**src/rtl/clock_pkg.sv**
```systemverilog
// -----------------------------------------------------------------------------
// clock_pkg
// Shared definitions for the HH:MM:SS clock set controller:
//   - state_e    : edit-mode state encoding, also the o_mode output code
//   - HR/MIN/SEC : bit positions of each digit pair in the blank mask
//   - TICK_HZ    : rate of the i_tick strobe
//   - next_mode  : MODE button step RUN->SET_HR->SET_MIN->SET_SEC->RUN
// -----------------------------------------------------------------------------
package clock_pkg;

    typedef enum logic [1:0] {
        RUN     = 2'd0,
        SET_HR  = 2'd1,
        SET_MIN = 2'd2,
        SET_SEC = 2'd3
    } state_e;

    localparam int HR  = 2;
    localparam int MIN = 1;
    localparam int SEC = 0;

    localparam int TICK_HZ = 10;

    // Ticks per half blink period, giving a 1 Hz blink.
    localparam int BLINK_TICKS = TICK_HZ / 2;

    // The encoding is ordered so one MODE press is a 2-bit increment that
    // wraps from SET_SEC back to RUN.
    function automatic state_e next_mode(input state_e s);
        return state_e'(s + 2'd1);
    endfunction

endpackage

```
**src/rtl/clock_set_controller_if.sv**
```systemverilog
// -----------------------------------------------------------------------------
// clock_set_controller_if
// Groups the button inputs, tick strobe and counter-chain controls of the
// clock set controller.
//   i_mode      : single-cycle MODE pulse (debounced, edge detected)
//   i_inc_held  : debounced INC level, 1 = pressed
//   i_tick      : free-running single-cycle 10 Hz strobe
//   o_run_en    : 1 Hz pulse generator enable, high only in RUN
//   o_hr_up     : one-cycle hour increment strobe
//   o_min_up    : one-cycle minute increment strobe
//   o_sec_clr   : one-cycle seconds clear strobe
//   o_mode      : current state code (0 RUN, 1 SET_HR, 2 SET_MIN, 3 SET_SEC)
//   o_blank     : {hr, min, sec} blank mask, only with CLOCK_SET_BLINK_EN
// Modports: slave = the controller, master = the button/counter side.
// Handshake: there is no valid/ready flow control; every strobe is a
// single-cycle pulse that the receiver must accept in the cycle it is high.
// -----------------------------------------------------------------------------
interface clock_set_controller_if;

    logic       i_mode;
    logic       i_inc_held;
    logic       i_tick;
    logic       o_run_en;
    logic       o_hr_up;
    logic       o_min_up;
    logic       o_sec_clr;
    logic [1:0] o_mode;
`ifdef CLOCK_SET_BLINK_EN
    logic [2:0] o_blank;

    modport slave (
        input  i_mode, i_inc_held, i_tick,
        output o_run_en, o_hr_up, o_min_up, o_sec_clr, o_mode, o_blank
    );

    modport master (
        output i_mode, i_inc_held, i_tick,
        input  o_run_en, o_hr_up, o_min_up, o_sec_clr, o_mode, o_blank
    );
`else
    modport slave (
        input  i_mode, i_inc_held, i_tick,
        output o_run_en, o_hr_up, o_min_up, o_sec_clr, o_mode
    );

    modport master (
        output i_mode, i_inc_held, i_tick,
        input  o_run_en, o_hr_up, o_min_up, o_sec_clr, o_mode
    );
`endif

endinterface

```
**src/rtl/hold_repeat_timer.sv**
```systemverilog
// -----------------------------------------------------------------------------
// hold_repeat_timer
// Edge detect and press-and-hold auto-repeat for the INC button. Emits a
// single combinational inc_event pulse; the controller registers it into
// the field strobes.
//   i_clk, i_rst  : clock, asynchronous active-high reset
//   i_inc_held    : debounced INC level
//   i_tick        : 10 Hz strobe
//   i_clear       : state is changing this cycle (MODE press or timeout)
//   i_in_set      : controller is in one of the SET states
//   i_repeat_en   : controller is in a state that auto-repeats
//   o_inc_event   : one increment is due this cycle
// -----------------------------------------------------------------------------
module hold_repeat_timer #(
    parameter int REPEAT_DELAY = 5,
    parameter int REPEAT_RATE  = 2
) (
    input  logic i_clk,
    input  logic i_rst,
    input  logic i_inc_held,
    input  logic i_tick,
    input  logic i_clear,
    input  logic i_in_set,
    input  logic i_repeat_en,
    output logic o_inc_event
);

    localparam int HW = $clog2(REPEAT_DELAY + REPEAT_RATE + 1);

    // Hold count values at which the next tick produces a repeat: the first
    // repeat after REPEAT_DELAY ticks, then one every REPEAT_RATE ticks by
    // reloading to REPEAT_DELAY.
    localparam logic [HW-1:0] FIRST_AT = HW'(REPEAT_DELAY - 1);
    localparam logic [HW-1:0] NEXT_AT  = HW'(REPEAT_DELAY + REPEAT_RATE - 1);
    localparam logic [HW-1:0] RELOAD   = HW'(REPEAT_DELAY);

    logic          inc_q, inc_d;
    logic          armed_q, armed_d;
    logic [HW-1:0] hold_q, hold_d;
    logic          rise;
    logic          rep_evt;

    always_comb begin
        inc_d   = i_inc_held;
        rise    = i_inc_held & ~inc_q;
        rep_evt = armed_q & i_inc_held & i_tick & i_repeat_en &
                  ((hold_q == FIRST_AT) || (hold_q == NEXT_AT));

        hold_d  = hold_q;
        armed_d = armed_q;
        // Repeat is only armed by a press accepted in the current state, so
        // a button still held across a state change stays silent until it
        // is released and pressed again.
        if (i_clear || !i_inc_held || !i_repeat_en) begin
            hold_d  = '0;
            armed_d = 1'b0;
        end else if (rise) begin
            hold_d  = '0;
            armed_d = 1'b1;
        end else if (armed_q && i_tick) begin
            hold_d = (hold_q == NEXT_AT) ? RELOAD : hold_q + 1'b1;
        end

        o_inc_event = ~i_clear & ((rise & i_in_set) | rep_evt);
    end

    always_ff @(posedge i_clk or posedge i_rst) begin
        if (i_rst) begin
            inc_q   <= 1'b0;
            armed_q <= 1'b0;
            hold_q  <= '0;
        end else begin
            inc_q   <= inc_d;
            armed_q <= armed_d;
            hold_q  <= hold_d;
        end
    end

endmodule

```
**src/rtl/clock_set_controller.sv**
```systemverilog
// -----------------------------------------------------------------------------
// clock_set_controller
// Two-button (MODE, INC) set sequencer for the HH:MM:SS clock. MODE steps
// RUN->SET_HR->SET_MIN->SET_SEC->RUN; INC issues a one-cycle strobe into the
// field being edited, with press-and-hold auto-repeat for hours and minutes,
// and an inactivity timeout returns to RUN.
//   i_clk : system clock
//   i_rst : asynchronous active-high reset
//   bus   : clock_set_controller_if.slave (buttons, tick, strobes, mode code)
// Optional: define CLOCK_SET_BLINK_EN to add the o_blank digit blink mask.
// -----------------------------------------------------------------------------
module clock_set_controller
    import clock_pkg::*;
#(
    parameter int TIMEOUT_TICKS = 100,
    parameter int REPEAT_DELAY  = 5,
    parameter int REPEAT_RATE   = 2
) (
    input logic                   i_clk,
    input logic                   i_rst,
    clock_set_controller_if.slave bus
);

    localparam int IW = $clog2(TIMEOUT_TICKS + 1);
    localparam logic [IW-1:0] IDLE_LIMIT = IW'(TIMEOUT_TICKS);

    state_e        state_q, state_d;
    logic          run_en_q, run_en_d;
    logic          hr_up_q, hr_up_d;
    logic          min_up_q, min_up_d;
    logic          sec_clr_q, sec_clr_d;
    logic [IW-1:0] idle_q, idle_d;

    logic          in_set;
    logic          repeat_en;
    logic          timeout;
    logic          clear;
    logic          inc_event;

    assign in_set    = (state_q != RUN);
    assign repeat_en = (state_q == SET_HR) || (state_q == SET_MIN);
    assign timeout   = in_set && (idle_q == IDLE_LIMIT);
    assign clear     = bus.i_mode | timeout;

    hold_repeat_timer #(
        .REPEAT_DELAY (REPEAT_DELAY),
        .REPEAT_RATE  (REPEAT_RATE)
    ) u_hold (
        .i_clk       (i_clk),
        .i_rst       (i_rst),
        .i_inc_held  (bus.i_inc_held),
        .i_tick      (bus.i_tick),
        .i_clear     (clear),
        .i_in_set    (in_set),
        .i_repeat_en (repeat_en),
        .o_inc_event (inc_event)
    );

    always_comb begin
        state_d = state_q;
        if (timeout) begin
            state_d = RUN;
        end else if (bus.i_mode) begin
            state_d = next_mode(state_q);
        end

        // Idle counter: any button activity restarts it; it sits at zero in
        // RUN and is cleared in the cycle the timeout fires.
        idle_d = idle_q;
        if (!in_set || clear || inc_event) begin
            idle_d = '0;
        end else if (bus.i_tick && (idle_q != IDLE_LIMIT)) begin
            idle_d = idle_q + 1'b1;
        end

        run_en_d  = (state_d == RUN);
        hr_up_d   = inc_event && (state_q == SET_HR);
        min_up_d  = inc_event && (state_q == SET_MIN);
        sec_clr_d = inc_event && (state_q == SET_SEC);
    end

    always_ff @(posedge i_clk or posedge i_rst) begin
        if (i_rst) begin
            state_q   <= RUN;
            run_en_q  <= 1'b1;
            hr_up_q   <= 1'b0;
            min_up_q  <= 1'b0;
            sec_clr_q <= 1'b0;
            idle_q    <= '0;
        end else begin
            state_q   <= state_d;
            run_en_q  <= run_en_d;
            hr_up_q   <= hr_up_d;
            min_up_q  <= min_up_d;
            sec_clr_q <= sec_clr_d;
            idle_q    <= idle_d;
        end
    end

    assign bus.o_run_en  = run_en_q;
    assign bus.o_hr_up   = hr_up_q;
    assign bus.o_min_up  = min_up_q;
    assign bus.o_sec_clr = sec_clr_q;
    assign bus.o_mode    = state_q;

`ifdef CLOCK_SET_BLINK_EN
    localparam int BW = $clog2(BLINK_TICKS + 1);

    logic          blink_q, blink_d;
    logic [BW-1:0] bcnt_q, bcnt_d;
    logic [BW-1:0] vis_q, vis_d;
    logic [2:0]    blank_q, blank_d;

    always_comb begin
        blink_d = blink_q;
        bcnt_d  = bcnt_q;
        if (bus.i_tick) begin
            if (bcnt_q == BW'(BLINK_TICKS - 1)) begin
                bcnt_d  = '0;
                blink_d = ~blink_q;
            end else begin
                bcnt_d = bcnt_q + 1'b1;
            end
        end

        // Keeps the edited field visible for BLINK_TICKS ticks after each
        // increment so the user sees the value change.
        vis_d = vis_q;
        if (inc_event) begin
            vis_d = BW'(BLINK_TICKS);
        end else if (bus.i_tick && (vis_q != '0)) begin
            vis_d = vis_q - 1'b1;
        end

        blank_d = 3'b000;
        if (blink_d && (vis_d == '0)) begin
            case (state_d)
                SET_HR:  blank_d[HR]  = 1'b1;
                SET_MIN: blank_d[MIN] = 1'b1;
                SET_SEC: blank_d[SEC] = 1'b1;
                default: blank_d      = 3'b000;
            endcase
        end
    end

    always_ff @(posedge i_clk or posedge i_rst) begin
        if (i_rst) begin
            blink_q <= 1'b0;
            bcnt_q  <= '0;
            vis_q   <= '0;
            blank_q <= 3'b000;
        end else begin
            blink_q <= blink_d;
            bcnt_q  <= bcnt_d;
            vis_q   <= vis_d;
            blank_q <= blank_d;
        end
    end

    assign bus.o_blank = blank_q;
`endif

endmodule

```
**src/flat_wrapper.sv**
```systemverilog
// flat-port wrapper written by rule: the top's interface ports become plain ports
module clock_set_controller_flat import clock_pkg::*;
#(
    parameter int TIMEOUT_TICKS = 100,
    parameter int REPEAT_DELAY  = 5,
    parameter int REPEAT_RATE   = 2
)
  (i_clk, i_rst, bus_i_mode, bus_i_inc_held, bus_i_tick, bus_o_run_en, bus_o_hr_up, bus_o_min_up, bus_o_sec_clr, bus_o_mode);
  clock_set_controller_if bus_i ();
  input logic i_clk;
  input logic i_rst;
  input wire logic [$bits(bus_i.i_mode)-1:0] bus_i_mode;
  input wire logic [$bits(bus_i.i_inc_held)-1:0] bus_i_inc_held;
  input wire logic [$bits(bus_i.i_tick)-1:0] bus_i_tick;
  output wire logic [$bits(bus_i.o_run_en)-1:0] bus_o_run_en;
  output wire logic [$bits(bus_i.o_hr_up)-1:0] bus_o_hr_up;
  output wire logic [$bits(bus_i.o_min_up)-1:0] bus_o_min_up;
  output wire logic [$bits(bus_i.o_sec_clr)-1:0] bus_o_sec_clr;
  output wire logic [$bits(bus_i.o_mode)-1:0] bus_o_mode;
  assign bus_i.i_mode = bus_i_mode;
  assign bus_i.i_inc_held = bus_i_inc_held;
  assign bus_i.i_tick = bus_i_tick;
  assign bus_o_run_en = bus_i.o_run_en;
  assign bus_o_hr_up = bus_i.o_hr_up;
  assign bus_o_min_up = bus_i.o_min_up;
  assign bus_o_sec_clr = bus_i.o_sec_clr;
  assign bus_o_mode = bus_i.o_mode;
  clock_set_controller #(.TIMEOUT_TICKS(TIMEOUT_TICKS), .REPEAT_DELAY(REPEAT_DELAY), .REPEAT_RATE(REPEAT_RATE)) u_core (.i_clk(i_clk), .i_rst(i_rst), .bus(bus_i));
endmodule
```
**config.mk**
```make
export PLATFORM = sky130hd
export DESIGN_NAME = clock_set_controller_flat
export DESIGN_NICKNAME = d
export VERILOG_FILES = /design/src/rtl/clock_pkg.sv /design/src/rtl/clock_set_controller_if.sv /design/src/rtl/hold_repeat_timer.sv /design/src/rtl/clock_set_controller.sv /design/src/flat_wrapper.sv
export SDC_FILE = /design/constraint.sdc
export NUM_CORES = 1
export LEC_CHECK = 0
export BUFFER_PORTS_ARGS = -buffer_cell sky130_fd_sc_hd__buf_2
export CAP_MARGIN = 5
export CORE_UTILIZATION = 50
export CTS_CLUSTER_SIZE = 40
export DETAILED_ROUTE_END_ITERATION = 6
export PLACE_DENSITY = 0.78
export SYNTH_ARGS = -nofsm -noshare
export SYNTH_HDL_FRONTEND = slang
export SYNTH_SLANG_ARGS = --single-unit
```
**constraint.sdc**
```tcl
create_clock -name i_clk -period 1.7 [get_ports i_clk]
set_input_delay 0.17 -clock i_clk [delete_from_list [all_inputs] [get_ports i_clk]]
set_output_delay 0.17 -clock i_clk [all_outputs]
set_load 0.02 [all_outputs]
```
Word level (Yosys, flattened, before mapping):

Cells that the tools add are included.
Widths: inputs -> output; s select.

* add/sub/neg operators: 3
* muxes and demuxes: 10
* eq/ne operators: 7
* reduce and logical (&&, ||, !) cells: 20
* bitwise logic cells: 11

Operator list (number)
* $mux 7: 2
* $mux 3: 4
* $add 7x1->7 const B: 1
* $and 1x1->1: 7
* $eq 7x7->1 const B: 1
* $ne 7x7->1 const B: 1
* $eq 3x3->1 const B: 2
* $logic_and 1x1->1: 6
* $logic_or 1x1->1: 6
* $reduce_bool 2->1: 3
* $eq 2x2->1 const B: 2
* $mux 2: 2
* $add 3x1->3 const B: 1
* $logic_not 1->1: 3
* $reduce_bool 3->1: 1
* $add 2x1->2 const B: 1
* $eq 2x1->1 const B: 1
* $logic_not 2->1: 1
* $mux 1: 2
* $not 1->1: 2
* $or 1x1->1: 2

* bits in registers: 18
* word-level logic and storage cells: 60
* output and inout port bits: 6
* input port bits: 5

Longest topological paths before layout:

Gate-level depths: netlist of run 1.

* depth in word-level cells: 8
* depth in mapped cells: 6

Cells and area by module:

A second synthesis of run 1 with hierarchy kept.

* cells, all modules: 89
* area total of the unflattened synthesis: 889.6 µm²

By module, submodules not included
* clock_set_controller: cells each 64, times used 1, area each 654.4 µm²
* hold_repeat_timer: cells each 25, times used 1, area each 235.2 µm²

Least setup slack after synthesis of run 1:

No wires, ideal clock.

* path type: reg-to-reg
* start point: reg u_core.state_q[0] (netlist: u_core.bus.o_mode[0])
* end point: reg u_core.idle_q[5]
* setup slack: -153 ps
* stages on the path, launching flop included: 7
* clock period less this slack: 1853 ps
* arrival time: 1742 ps
* cell sequence: dfrtp_1 -> inv_1 -> ha_1 -> and4b_1 -> and2_0 -> clkbuf_1 -> a2111oi_2

* cells in the longest elaborated chain, start to end: 8
* elaborated cells between the ends (all ways): 17

RTL lines
* start: declaration: RTL line clock_set_controller.sv:27 `state_e state_q, state_d;`
* start signal: assignment: RTL line clock_set_controller.sv:91 `state_q <= state_d;`
* $eq 2x1->1 or $eq 2x2->1 (tied branches): RTL line clock_set_controller.sv:41 `assign repeat_en = (state_q == SET_HR) || (state_q == SET_MIN);`
* $logic_or 1x1->1: RTL line clock_set_controller.sv:41
* $and 1x1->1 (2 in series): RTL line hold_repeat_timer.sv:46 `rep_evt = armed_q & i_inc_held & i_tick & i_repeat_en &`
* $or 1x1->1: RTL line hold_repeat_timer.sv:64 `o_inc_event = ~i_clear & ((rise & i_in_set) | rep_evt);`
* $and 1x1->1: RTL line hold_repeat_timer.sv:64
* $logic_or 1x1->1 *: RTL line clock_set_controller.sv:70 `if (!in_set || clear || inc_event) begin`
* $mux 7 or $reduce_bool 2->1 (tied branches)
* end signal: assignment: RTL line clock_set_controller.sv:96 `idle_q <= idle_d;`
* end: declaration: RTL line clock_set_controller.sv:32 `logic [IW-1:0] idle_q, idle_d;`

Mark *: on every way between the ends. The rest lies on a longest branch, timed or not.
A chain may end at the register's enable or synchronous reset.

Final worst setup path of run 1:

* start point: reg u_core.state_q[0] (netlist: u_core.bus.o_mode[0])
* end point: reg u_core.idle_q[1]

The elaborated chain is that of the path after synthesis.

==> summary by stage, run 1 <==
Timing
The worst clock skew on the final layout is 1.812 ps. The worst pin sits at a relative slew slack of 0.5410. The share of the clock period used by the worst path is 0.9663.

The setup TNS after final layout is 0 ps. The number of failing setup endpoints in the final timing report is 0. Setup repair after global routing could not meet its margin everywhere. The number of pins exceeding their max-slew limit in the final report is 0. The shortest clock period the worst path allows after layout is 1643 ps. The final hold violation count is 0. The slew at the pin closest to its max-slew limit is 687.8 ps. The achievable clock frequency is 0.6088 GHz.

Floorplan
The floorplan has 15 rows. The full die area is 2133 um2. The initial utilization of the core area, before any placement, comes to 0.5474. The area of the core region is 1783 um2. In this run the count of I/O pins placed on the die edge is 11. The floorplan step set the die width to 46.18 um. The die height is 46.18 um.

Global route
The total congestion overflow is 0. Across every metal layer, demand over resource in global routing totals 0.2189. The via count of the first global-routing pass is 759. The first global-routing pass estimated 3270 um of wire. Entering global routing, the biggest net connects 19 pins.

The number of antenna violations at the first check in global routing came to 0.

Yosys
In the post-synthesis netlist, the biggest area contributors are sky130_fd_sc_hd__dfrtp_1 (44%), sky130_fd_sc_hd__ha_1 (7.7%), sky130_fd_sc_hd__xor2_1 (3.6%). The part of the Yosys area used for sequential elements is 0.4628. In this run the mean area of a mapped cell was 10.84 um2. The netlist uses 35 different library cells. Of all flip-flops after synthesis, the portion carrying an async set or reset was 1.000. The number of nets handed over by synthesis was 101. The area of the mapped netlist is 975.9 um2.

During synthesis, Yosys emitted a total of 0 warnings. In this run, synthesis inferred 0 flip-flops with an integrated enable. The cell type with the largest total area after synthesis is sky130_fd_sc_hd__dfrtp_1. The gate count after technology mapping is 90. The most used flip-flop cell after synthesis is sky130_fd_sc_hd__dfrtp_1. The post-synthesis register bit count is 18.

The share of synthesized area in the top cell type comes to 0.4359.

CTS
The clock reaches the later pin of the worst-skew pair after 300 ps. The number of setup buffers added after CTS is 0. The number of sinks driven by the clock tree is 18. The cell sitting at the root of the clock tree is a sky130_fd_sc_hd__clkbuf_4. The maximum count of clock buffers along a single path is 2. The clock tree from TritonCTS is yes. CTS built an H-tree with a depth of 1. The number of buffers added by the clock tree synthesis step is 3. The clock edge transition at the registers on the reported setup and hold paths is 110 ps.

Worst hold path
The class of the tightest hold or removal check is in2reg. The worst hold path terminates at u_core.u_hold.inc_q$_DFF_PP0_. The worst min-delay path startpoint is bus_i_inc_held. The instance count along the most critical hold path is 1.

Critical path
The required time of the critical path is 1890 ps. The endpoint identified for the worst register-to-register timing path is u_core.idle_q[1]$_DFFE_PP0P_. The worst register-to-register path has a setup slack of 60 ps. The kind of end point of the critical path is a flop. For the worst flop-to-flop path, the logic depth is 5. The worst setup path is of the reg2reg kind. Along the worst path, the maximum fanout reaches 7.

The startpoint identified for the worst register-to-register timing path is u_core.bus.o_mode[0]$_DFF_PP0_. STA classifies the critical path startpoint as a flop. The arrival time of data at the critical path endpoint is 1840 ps.

Pwr
Power spread over the standard cell area amounts to 1135 nW/um2. Overall power consumption after layout is estimated at 1.275 mW. The leakage component of the power is 0.4816 nW. The worst supply voltage drop on vdd is 966.3 uV.

Route
The routed layout has 698 vias. In the routed layout, each cell is associated on average with a via count of 5.411. The first-iteration detailed-routing DRC count is 13. Before antenna repair, the detailed router went through 4 iterations.

Wires add up to 1939 um. After detailed routing, the number of remaining DRC violations is 0. Dividing the detail-routed wire length by the instance count gives 15.03 um. The final antenna-violating net count is 0.

Place
The number of buffers added on ports is 10. The HPWL reported at the end of detailed placement is 1395 um. The placer congestion estimate is 0.7816.

Final layout
Of the cells placed in the final design, the portion with a size suffix greater than 1 is 0.2596. The antenna diode count is 0. At the end of the flow, the number of nets in the layout was 116. The fill cell total of the finished layout is 151.

The area overhead of the layout relative to synthesis is 15.13%.

Outcome
The run finished with clean final reports.

Run
The total of max-cap violations is 0.
critical path, cell delays in order (launching register included):
cell	delay [ps]
sky130_fd_sc_hd__dfrtp_2	410
sky130_fd_sc_hd__inv_1	110
sky130_fd_sc_hd__ha_4	230
sky130_fd_sc_hd__and4b_1	200
sky130_fd_sc_hd__and2_1	250
sky130_fd_sc_hd__nor4_1	330
metrics by stage:
stage                     instances  area [um2]  hold slack (ps)  setup slack [ps]    util
after floorplan                  90       992.2            107.7             35.25       -
after global placement          124        1071            296.7             66.45  0.6007
after detailed placement        124        1071            301.0             32.04  0.6007
after CTS                       129        1117            26.54             9.876  0.6267
after global routing            129        1124            21.30            -45.84  0.6302
final                           129        1124            40.91             57.30  0.6302
logic make-up after synthesis:
| group | after synthesis | share of synthesized area |
|---|---|---|
| flip-flops | 18 | 0.4628 |
| buffers and inverters | 11 | 0.05128 |
| XOR/XNOR | 7 | 0.06282 |
| AND/OR/NAND/NOR | 37 | 0.2462 |
| multiplexers | 2 | 0.02051 |
| adder cells (fa/ha/maj) | 6 | 0.07692 |
| AO/OA/AOI/OAI | 9 | 0.07949 |
flip-flops by register name, indices dropped and copies added (netlist names):
signal / count
u_core.bus.o_run_en: 1
u_core.u_hold.hold_q: 3
u_core.u_hold.armed_q: 1
u_core.bus.o_hr_up: 1
u_core.bus.o_mode: 2
u_core.u_hold.inc_q: 1
u_core.idle_q: 7
u_core.bus.o_min_up: 1
u_core.bus.o_sec_clr: 1
Yosys cell counts, drive strengths merged (3+ instances only):
cell / count
inv: 7
xor2: 4
nor2: 5
nor4: 5
dfrtp: 17
nor4b: 3
nor3: 3
nand4: 3
ha: 6
or3: 3
nand3: 4
xnor2: 3
layout by cell type, fill, tap and decap left out, types with 2 or more instances in the layout:
cell type                   count
sky130_fd_sc_hd__dfrtp_2        2
sky130_fd_sc_hd__inv_1          7
sky130_fd_sc_hd__nor4_1         4
sky130_fd_sc_hd__buf_2         10
sky130_fd_sc_hd__nand3_2        2
sky130_fd_sc_hd__ha_1           5
sky130_fd_sc_hd__nand3_1        2
sky130_fd_sc_hd__nor2_1         5
sky130_fd_sc_hd__nor4b_1        3
sky130_fd_sc_hd__xnor2_1        3
sky130_fd_sc_hd__clkbuf_4       3
sky130_fd_sc_hd__buf_4          3
sky130_fd_sc_hd__and2_1         2
sky130_fd_sc_hd__or3_1          3
sky130_fd_sc_hd__and4b_1        2
sky130_fd_sc_hd__nand2_1        2
sky130_fd_sc_hd__dfrtp_1       15
sky130_fd_sc_hd__nand4_1        3
sky130_fd_sc_hd__mux2i_1        2
sky130_fd_sc_hd__o21ai_0        2
sky130_fd_sc_hd__xor2_1         4
sky130_fd_sc_hd__nor3_1         2
sky130_fd_sc_hd__a2111oi_2      2
power breakdown:
part | leakage, nW | total (mW) | internal (mW) | switching, mW
clock network | 0.0210 | 0.271 | 0.131 | 0.140
logic | 0.223 | 0.482 | 0.211 | 0.272
registers | 0.238 | 0.522 | 0.489 | 0.0326
total | 0.482 | 1.27 | 0.830 | 0.445
worst max-delay path by stage:
stage / end / startpoint / cells past startpoint
after floorplan: u_core.idle_q[5]$_DFFE_PP0P_ / u_core.bus.o_mode[0]$_DFF_PP0_ / 6
after global placement: u_core.idle_q[6]$_DFFE_PP0P_ / u_core.bus.o_mode[0]$_DFF_PP0_ / 5
after detailed placement: u_core.idle_q[5]$_DFFE_PP0P_ / u_core.bus.o_mode[0]$_DFF_PP0_ / 5
after CTS: u_core.idle_q[5]$_DFFE_PP0P_ / u_core.bus.o_mode[0]$_DFF_PP0_ / 5
after global routing: u_core.idle_q[6]$_DFFE_PP0P_ / u_core.idle_q[0]$_DFFE_PP0P_ / 4
final: u_core.idle_q[1]$_DFFE_PP0P_ / u_core.bus.o_mode[0]$_DFF_PP0_ / 5
metal layers:
metal | share of wire | routed length (um) | vias to the layer above | track usage
li1 | - | - | 350 | -
met1 | 0.48 | 923 | 330 | 0.3086
met2 | 0.46 | 901 | 14 | 0.3239
met3 | 0.043 | 84 | 4 | 0.04314
met4 | 0.015 | 29 | 0 | 0.09412
met5 | 0 | 0 | - | 0
repair_timing:
action	4_1_cts	5_1_grt
hold buffers	1	0
hold endpoints to repair	17	0
setup endpoints to repair	0	5
resized for setup	0	2
cell type report:
type,count,area (um2),share of cell area
multi-input combinational,61,493.0,0.4388
sequential,18,454.2,0.4042
timing repair buffer,14,82.58,0.07350
clock buffer,4,36.28,0.03229
tap,25,31.28,0.02784
inverter,7,26.28,0.02339
(Power assumes the default switching activity.)
==> run 2: changes to the inputs <==
--- a/config.mk
+++ b/config.mk
@@ -7,10 +7,12 @@
 export LEC_CHECK = 0
 export BUFFER_PORTS_ARGS = -buffer_cell sky130_fd_sc_hd__buf_2
 export CAP_MARGIN = 5
+export CORE_MARGIN = 2
 export CORE_UTILIZATION = 50
 export CTS_CLUSTER_SIZE = 40
 export DETAILED_ROUTE_END_ITERATION = 6
 export PLACE_DENSITY = 0.78
+export SLEW_MARGIN = 0
 export SYNTH_ARGS = -nofsm -noshare
 export SYNTH_HDL_FRONTEND = slang
 export SYNTH_SLANG_ARGS = --single-unit
==> run 2 against run 1 <==
  * First-iteration DRC count rose by 110%
  * Global-route usage fell by 1.6 points
  * Count of clock-buffer cells in the layout did not move
  * Sequential share of layout area fell by 1.1 points
  * Via count rose by 8.9%
  * Register-to-register slack improved by 20 ps
  * Non-clock buffer count rose by 1
  * Utilization rose by 2.0 points
  * Cell count rose by 0.78%
  * Largest cell class unchanged
  * Largest power group unchanged
==> summary by stage, run 2 (same netlist as run 1, synthesis figures left out) <==
Outcome
The run finished with clean final reports.

Route
The vias after detailed routing is 760 (+8.9%). The number of DRC violations after detailed routing came to 0 (unchanged). The final antenna-violating net count came to 0 (unchanged).

The first-iteration detailed-routing DRC count is 27 (+14). The first-pass iteration count of the detailed router is 4 (unchanged). The average routed wire per standard cell is 15.93 um (+6.0%). The detailed-route wire length is 2071 um (+6.8%). The routed via count divided by cell count is 5.846 (+8.0%).

Global route
The via count of the first global-routing pass is 741 (-2.4%). The largest net degree at the start of global routing is 19 (unchanged). The wire length of the first global-routing pass came to 3243 um (-0.83%).

The total congestion overflow is 0 (unchanged). The global-route usage over all layers was 0.2028 (-0.01610). The number of antenna violations at the first check in global routing came to 0 (unchanged).

CTS
The number of buffers inserted to repair setup after CTS was 0 (unchanged). The clock edge transition at the registers on the reported setup and hold paths is 110 ps (about the same). The number of sinks driven by the clock tree is 18 (unchanged). The number of buffers added by the clock tree synthesis step came to 3 (unchanged).

The maximum count of clock buffers along a single path is 2 (unchanged). The insertion delay of the later-clocked pin in the worst-skew pair is 300 ps (about the same). The clock tree from TritonCTS is yes.

The buffer cell driving the clock tree root is sky130_fd_sc_hd__clkbuf_4. The number of H-tree levels is 1 (unchanged).

Final layout
Ranked by flip-flop count, first place goes to u_core.idle_q. The fraction of the core area covered by cells at the end of the flow is 0.6498 (+0.01965). The fill cell total of the finished layout is 139 (-7.9%). In the layout the commonest cells are sky130_fd_sc_hd__dfrtp_1 (14), sky130_fd_sc_hd__buf_2 (10), sky130_fd_sc_hd__inv_1 (7), sky130_fd_sc_hd__nor2_1 (5), sky130_fd_sc_hd__ha_1 (5). The area overhead of the layout relative to synthesis is 18.72%.

The final design area excluding fillers is 1159 um2 (+3.1%). The filler-free cell count of the finished design is 130 (+0.78%). The flip-flop count of the largest register, all copies and words added is 7 (unchanged). The fraction of final layout cells with drive strength greater than 1 was 0.2857 (+0.02610).

The antenna diode count came to 0 (unchanged). The library cell used most frequently in the layout, excluding fill and tap cells, is sky130_fd_sc_hd__dfrtp_1. The number of nets in the final layout was 117 (+0.86%).

Place
The placer congestion estimate came to 0.8221 (+5.2%). The number of buffers added on ports is 10 (unchanged). The worst slack at placement is 41.08 ps (+9.042 ps). The count of placed standard cells including taps is 125 (+0.81%). The HPWL reported at the end of detailed placement is 1491 um (+6.9%). The area after detailed placement is 1079 um2 (+0.70%).

Timing
The share of the clock period used by the worst path is 0.9548 (-0.01147). The worst hold margin was 32.19 ps (-8.723 ps). The shortest clock period the worst path allows after layout came to 1623 ps (-19.50 ps). The number of pins exceeding their max-slew limit in the final report is 0 (unchanged). The setup TNS after final layout came to 0 ps (unchanged). The tightest slew margin relative to the limit was 0.5349 (-0.006110). Setup repair after global routing left no endpoint under its margin. The worst clock skew on the final layout is 8.505 ps (+6.693 ps). The slew at the pin closest to its max-slew limit is 696.9 ps (+9.156 ps). The final hold violation count was 0 (unchanged). The number of failing setup endpoints in the final timing report is 0 (unchanged). The achievable clock frequency is 0.6161 GHz (+1.2%). The setup slack after layout is 76.81 ps (+19.50 ps).

Floorplan
The die height is 48.18 um (+4.3%). The number of rows created at floorplan is 15 (unchanged). The initial standard-cell utilization of the core is 0.5474 (unchanged). The full die area is 2321 um2 (+8.8%). The I/O pin total came to 11 (unchanged). The area of the core region is 1783 um2 (unchanged). The horizontal die dimension is 48.18 um (+4.3%).

Critical path
The classification of the worst setup path is reg2reg. The arrival time of data at the critical path endpoint is 1820 ps (-20 ps). The kind of end point of the critical path is a flop.

The critical path startpoint category is a flop. The first element of the critical path is u_core.bus.o_mode[0]$_DFF_PP0_. The source of the worst register-to-register timing path is u_core.bus.o_mode[0]$_DFF_PP0_. The required time of the critical path is 1890 ps (about the same). The largest fanout of any net on the critical path is 7 (unchanged).

Pwr
The worst supply voltage drop on vdd was 796.1 uV (-18%). The power after layout came to 1.306 mW (+2.4%). The leakage component of the power is 0.4855 nW (+0.81%). The power per cell area is 1127 nW/um2 (-0.66%).

Worst hold path
In this run the worst hold path is classified as in2reg. The worst min-delay path startpoint is bus_i_inc_held.

Run
The total of max-cap violations is 0 (unchanged).
==> run 2: changes by cell type in the layout (fill, tap and decap cells not counted) <==
cell,before,now
sky130_fd_sc_hd__a2111oi_2,2,0
sky130_fd_sc_hd__and2_1,2,1
sky130_fd_sc_hd__dfrtp_2,2,3
sky130_fd_sc_hd__buf_4,3,4
sky130_fd_sc_hd__and2_2,0,1
sky130_fd_sc_hd__dfrtp_1,15,14
sky130_fd_sc_hd__a2111oi_4,0,2
==> run 2: cell type report <==
class	count	area [um2]	area share
clock buffer	4	36.28	0.03132
inverter	7	26.28	0.02268
multi-input combinational	61	519.2	0.4482
sequential	18	455.4	0.3931
tap	25	31.28	0.02700
timing repair buffer	15	90.09	0.07775
==> run 2: routing by layer <==
metal	up-vias	part of all wire	global-route usage
met5	-	0	0
li1	359	-	-
met2	14	0.46	0.3079
met1	381	0.50	0.2801
met4	0	0.021	0.09189
met3	6	0.022	0.03704
==> run 2: what timing repair did <==
item,4_1_cts,5_1_grt
endpoints found under the hold margin,17,0
resized for setup,0,6
endpoints found under the setup margin,0,7
hold buffers,1,0
==> run 2: path summary, 6_finish.rpt <==
check | cells past startpoint | endpoint | slack [ps]
max | 5 | u_core.idle_q[4]$_DFFE_PP0P_ | 80
min | 1 | u_core.u_hold.inc_q$_DFF_PP0_ | 30
max reg2reg | 5 | u_core.idle_q[4]$_DFFE_PP0P_ | 80
min reg2reg | 2 | u_core.u_hold.hold_q[1]$_DFFE_PP0P_ | 560
max in group asynchronous | 3 | u_core.idle_q[0]$_DFFE_PP0P_ | 700
min in group asynchronous | 3 | u_core.bus.o_mode[1]$_DFF_PP0_ | 510
==> run 2: report_power, final <==
group	switching [mW]	internal, mW	total (mW)	leakage, nW
sequential	0.0321	0.490	0.522	0.236
clock	0.137	0.131	0.267	0.0210
combinational	0.294	0.223	0.517	0.228
==> run 2: critical path: stages (launching register included) <==
cell and delay, ps:
sky130_fd_sc_hd__dfrtp_2 420, sky130_fd_sc_hd__inv_1 120, sky130_fd_sc_hd__ha_4 220, sky130_fd_sc_hd__and4b_1 200
sky130_fd_sc_hd__and2_2 280, sky130_fd_sc_hd__nor4_1 290
==> run 3: changes to the inputs <==
--- a/config.mk
+++ b/config.mk
@@ -8,11 +8,12 @@
 export BUFFER_PORTS_ARGS = -buffer_cell sky130_fd_sc_hd__buf_2
 export CAP_MARGIN = 5
 export CORE_MARGIN = 2
-export CORE_UTILIZATION = 50
+export CORE_UTILIZATION = 49
 export CTS_CLUSTER_SIZE = 40
 export DETAILED_ROUTE_END_ITERATION = 6
-export PLACE_DENSITY = 0.78
+export PLACE_DENSITY = 0.77
 export SLEW_MARGIN = 0
 export SYNTH_ARGS = -nofsm -noshare
 export SYNTH_HDL_FRONTEND = slang
+export SYNTH_HIERARCHICAL = 1
 export SYNTH_SLANG_ARGS = --single-unit
==> run 3 against run 2 <==
  * The flow now finishes with violations (setup timing)
  * Non-clock buffer count rose by 10
  * Synthesized cell count fell by 1.1%
  * Critical path depth rose by 5
  * Synthesized area fell by 8.8%
  * Wire length fell by 16%
  * Cell area rose by 2.5%
  * Global-route usage fell by 0.31 points
  * Combinational power rose by 9.5%
  * First-iteration DRC count fell by 48%
  * Sequential power barely moved
  * Critical path type unchanged
==> summary by stage, run 3 <==
Route
The vias after detailed routing is 703 (-7.5%). The first-pass iteration count of the detailed router came to 4 (unchanged). The number of DRC violations after detailed routing is 0 (unchanged). The routed via count divided by cell count is 4.951 (-15%). The first-iteration detailed-routing DRC count is 14 (-48%). The final antenna-violating net count was 0 (unchanged). The average routed wire per standard cell is 12.26 um (-23%).

The detailed-route wire length is 1741 um (-16%).

Global route
The number of antenna violations at the first check in global routing is 0 (unchanged). The via count of the first global-routing pass was 691 (-6.7%). The global-route usage over all layers is 0.1997 (-0.003078). The largest net degree at the start of global routing is 14 (-5). The total congestion overflow is 0 (unchanged). The wire length of the first global-routing pass came to 2967 um (-8.5%).

Yosys
The part of the Yosys area used for sequential elements is 0.5077 (+0.04492). The arithmetic-cell share of the synthesized area counting full adders, half adders and majority gates came to 0.08439 (+0.007465). The synthesized netlist net count is 100 (-0.99%). The area fraction in compound gates after synthesis is 0.05907 (-0.02042). The mean area per synthesized cell came to 9.996 um2 (-7.8%).

The simple-gate area share of the yosys netlist was 0.2152 (-0.03096). Sorting the synthesized cells by area gives the leading types as sky130_fd_sc_hd__dfrtp_1 (48%), sky130_fd_sc_hd__ha_1 (8.4%), sky130_fd_sc_hd__xor2_1 (4.9%). By area, the combinational part of the netlist is dominated by simple AND/OR/NAND/NOR gates. The share of flip-flops with an asynchronous set or reset after synthesis is 1.000 (unchanged). The multiplexer fraction of the synthesized cell area is 0.02250 (+0.001991). The fraction of post-synthesis cell area in the top cell type by area is 0.4782 (+0.04230). The post-synthesis register bit count is 18 (unchanged). The area of the mapped netlist is 889.6 um2 (-8.8%). The number of distinct standard cells referenced by the synthesized netlist is 25 (-29%). The cell type with the largest total area after synthesis is sky130_fd_sc_hd__dfrtp_1. The gate count after technology mapping came to 89 (-1.1%). The xor and xnor fraction of the mapped netlist area is 0.06892 (+0.006097). The count of flip-flops with a built-in enable after synthesis is 0 (unchanged). The primary flip-flop cell chosen by synthesis mapping is sky130_fd_sc_hd__dfrtp_1. In the synthesized netlist, the cells that appear most often are sky130_fd_sc_hd__dfrtp_1 (17), sky130_fd_sc_hd__nor2_1 (11), sky130_fd_sc_hd__inv_1 (9). The yosys synthesis warning count is 6 (+6). The most common cell in the synthesized netlist is sky130_fd_sc_hd__dfrtp_1.

CTS
The number of sinks driven by the clock tree came to 18 (unchanged). The number of H-tree levels is 1 (unchanged). The maximum count of clock buffers along a single path is 2 (unchanged). The insertion delay of the later-clocked pin in the worst-skew pair is 280 ps (-20 ps). The clock edge transition at the registers on the reported setup and hold paths is 100 ps (about the same). The cell sitting at the root of the clock tree is a sky130_fd_sc_hd__clkbuf_4.

The clock tree from TritonCTS is yes. The number of buffers added by the clock tree synthesis step is 3 (unchanged).

Floorplan
The I/O pin total was 11 (unchanged). The horizontal die dimension is 46.61 um (-3.3%). The full die area is 2172 um2 (-6.4%). The number of rows created at floorplan came to 15 (unchanged). The die height came to 46.61 um (-3.3%). The initial standard-cell utilization of the core is 0.5209 (-0.02649). The area of the core region was 1708 um2 (-4.2%).

Run
The total of max-cap violations was 0 (unchanged).

Timing
The tightest slew margin relative to the limit is 0.6655 (+0.1306). The number of failing setup endpoints in the final timing report is 7 (+7). The share of the clock period used by the worst path is 1.037 (+0.08186). The achievable clock frequency came to 0.5674 GHz (-7.9%). The setup slack after layout is -62.36 ps (-139.2 ps).

The shortest clock period the worst path allows after layout is 1762 ps (+139.2 ps). The setup TNS after final layout is -371.9 ps (-371.9 ps). Setup repair after global routing could not meet its margin everywhere. The slew at the pin closest to its max-slew limit is 501.3 ps (-195.7 ps). The worst clock skew on the final layout is 5.698 ps (-2.807 ps). The final hold violation count is 0 (unchanged). The number of pins exceeding their max-slew limit in the final report was 0 (unchanged).

Critical path
The first element of the critical path is u_core/idle_q[0]$_DFFE_PP0P_. The worst register-to-register path ends at u_core/idle_q[5]$_DFFE_PP0P_. The source of the worst register-to-register timing path is u_core/idle_q[0]$_DFFE_PP0P_. The classification of the worst setup path is reg2reg. The required time of the critical path was 1920 ps (+30 ps). The largest fanout of any net on the critical path came to 7 (unchanged). The logic depth of the worst register-to-register path is 10 (+5). The slack of the worst reg-to-reg path was -60 ps (-140 ps). The worst setup path is launched from a flop. The arrival time of data at the critical path endpoint came to 1990 ps (+170 ps). The kind of end point of the critical path is a flop.

Worst hold path
The end point of the worst hold path is u_core/u_hold/hold_q[0]$_DFFE_PP0P_. In this run the worst hold path is classified as in2reg. The worst min-delay path startpoint is bus_i_tick. The instance count along the most critical hold path was 4 (+3).

Final layout
The filler-free cell count of the finished design is 142 (+9.2%). The number of nets in the final layout is 129 (+10%). The most flop-heavy register is u_core/idle_q.

The most common library cell in the layout ignoring fill and taps is sky130_fd_sc_hd__dfrtp_1. Leaving out fill and tap cells, the most frequent cells in the layout are sky130_fd_sc_hd__dfrtp_1 (15), sky130_fd_sc_hd__buf_4 (13), sky130_fd_sc_hd__buf_2 (10), sky130_fd_sc_hd__nor2_1 (10), sky130_fd_sc_hd__inv_1 (8). The antenna diode count is 0 (unchanged).

The flip-flop count of the largest register, all copies and words added was 7 (unchanged). The area overhead of the layout relative to synthesis is 33.47%. The fraction of final layout cells with drive strength greater than 1 is 0.3761 (+0.09035).

The final design area excluding fillers is 1187 um2 (+2.5%).

Place
The HPWL reported at the end of detailed placement is 1305 um (-12%). The area after detailed placement is 1079 um2 (unchanged). The placer congestion estimate was 0.8376 (+1.9%). The worst slack at placement came to 2.087 ps (-38.99 ps). The count of placed standard cells including taps was 133 (+6.4%). The number of buffers added on ports is 10 (unchanged).

Pwr
The leakage component of the power is 0.5562 nW (+15%). The power per cell area is 1131 nW/um2 (+0.36%). The worst supply voltage drop on vdd is 861.7 uV (+8.2%).

Outcome
The final reports fail on setup timing. The flow ran to the end, but the final reports show violations.
[run 3: cell count changes after synthesis, sizes merged, moves of 3 or more]
cell,previous run,this run
a21oi,1,4
nand2,2,7
nand3,4,1
nor2,5,11
nor4,5,0
nor4b,3,0
[run 3: what timing repair did]
action | CTS | global route
pin swaps | 0 | 3
setup endpoints to repair | 6 | 8
setup buffers | 2 | 1
hold buffers | 1 | 1
resized for setup | 0 | 6
hold endpoints to repair | 17 | 1
[run 3: logic make-up (layout without fill, tap and decap cells)]
kind of cell | count (synthesis) | in the layout
AND/OR/NAND/NOR | 37 | 37
flip-flops | 18 | 18
buffers and inverters | 10 | 38
AO/OA/AOI/OAI | 9 | 9
XOR/XNOR | 7 | 7
adder cells (fa/ha/maj) | 6 | 6
multiplexers | 2 | 2
[run 3: worst max-delay path: stages (launching register included)]
cell	delay [ps]
sky130_fd_sc_hd__dfrtp_1	400
sky130_fd_sc_hd__inv_1	70
sky130_fd_sc_hd__ha_1	150
sky130_fd_sc_hd__nand4bb_1	140
sky130_fd_sc_hd__nor3_2	230
sky130_fd_sc_hd__or2_4	150
sky130_fd_sc_hd__nor2b_2	40
sky130_fd_sc_hd__and2_4	150
sky130_fd_sc_hd__nor3_4	140
sky130_fd_sc_hd__o21ai_4	120
sky130_fd_sc_hd__a21oi_2	110
[run 3: worst max path at each step]
stage | end | slack, ps | cells after the start
final | u_core/idle_q[5]$_DFFE_PP0P_ | -60 | 10
after global routing | u_core/idle_q[4]$_DFFE_PP0P_ | -190 | 10
after CTS | u_core/idle_q[0]$_DFFE_PP0P_ | 4 | 10
after detailed placement | u_core/idle_q[0]$_DFFE_PP0P_ | 2 | 10
after global placement | u_core/idle_q[6]$_DFFE_PP0P_ | 80 | 10
after floorplan | u_core/idle_q[6]$_DFFE_PP0P_ | 40 | 10
[run 3: cell type report]
type | count | area [um2]
Fill cell | 123 | 520.5
Multi-Input combinational cell | 61 | 464.2
Sequential cell | 18 | 454.2
Timing Repair Buffer | 25 | 167.7
Clock buffer | 4 | 36.28
Inverter | 9 | 33.78
Tap cell | 25 | 31.28
[run 3: per-stage QoR]
stage                       util  hold WS (ps)  power, mW
after floorplan                -        -51.48     0.8704
after global placement    0.6315         73.37      1.023
after detailed placement  0.6315         84.62      1.049
after CTS                 0.6674         4.510      1.313
after global routing      0.6952         277.3      1.458
final                     0.6952         270.5      1.343
[run 3: power breakdown]
part           switching (mW)  internal, mW  leakage (nW)
registers              0.0283         0.492         0.238
logic                   0.312         0.254         0.298
clock network           0.126         0.130        0.0210
total                   0.467         0.876         0.556
[run 3: layer usage]
metal  wire length, um  track usage  vias to the layer above
met5                 0            0                        -
met4                23       0.1000                        0
met3                35      0.04314                        2
met2               924       0.3278                        9
met1               759       0.2457                      340
li1                  -            -                      352
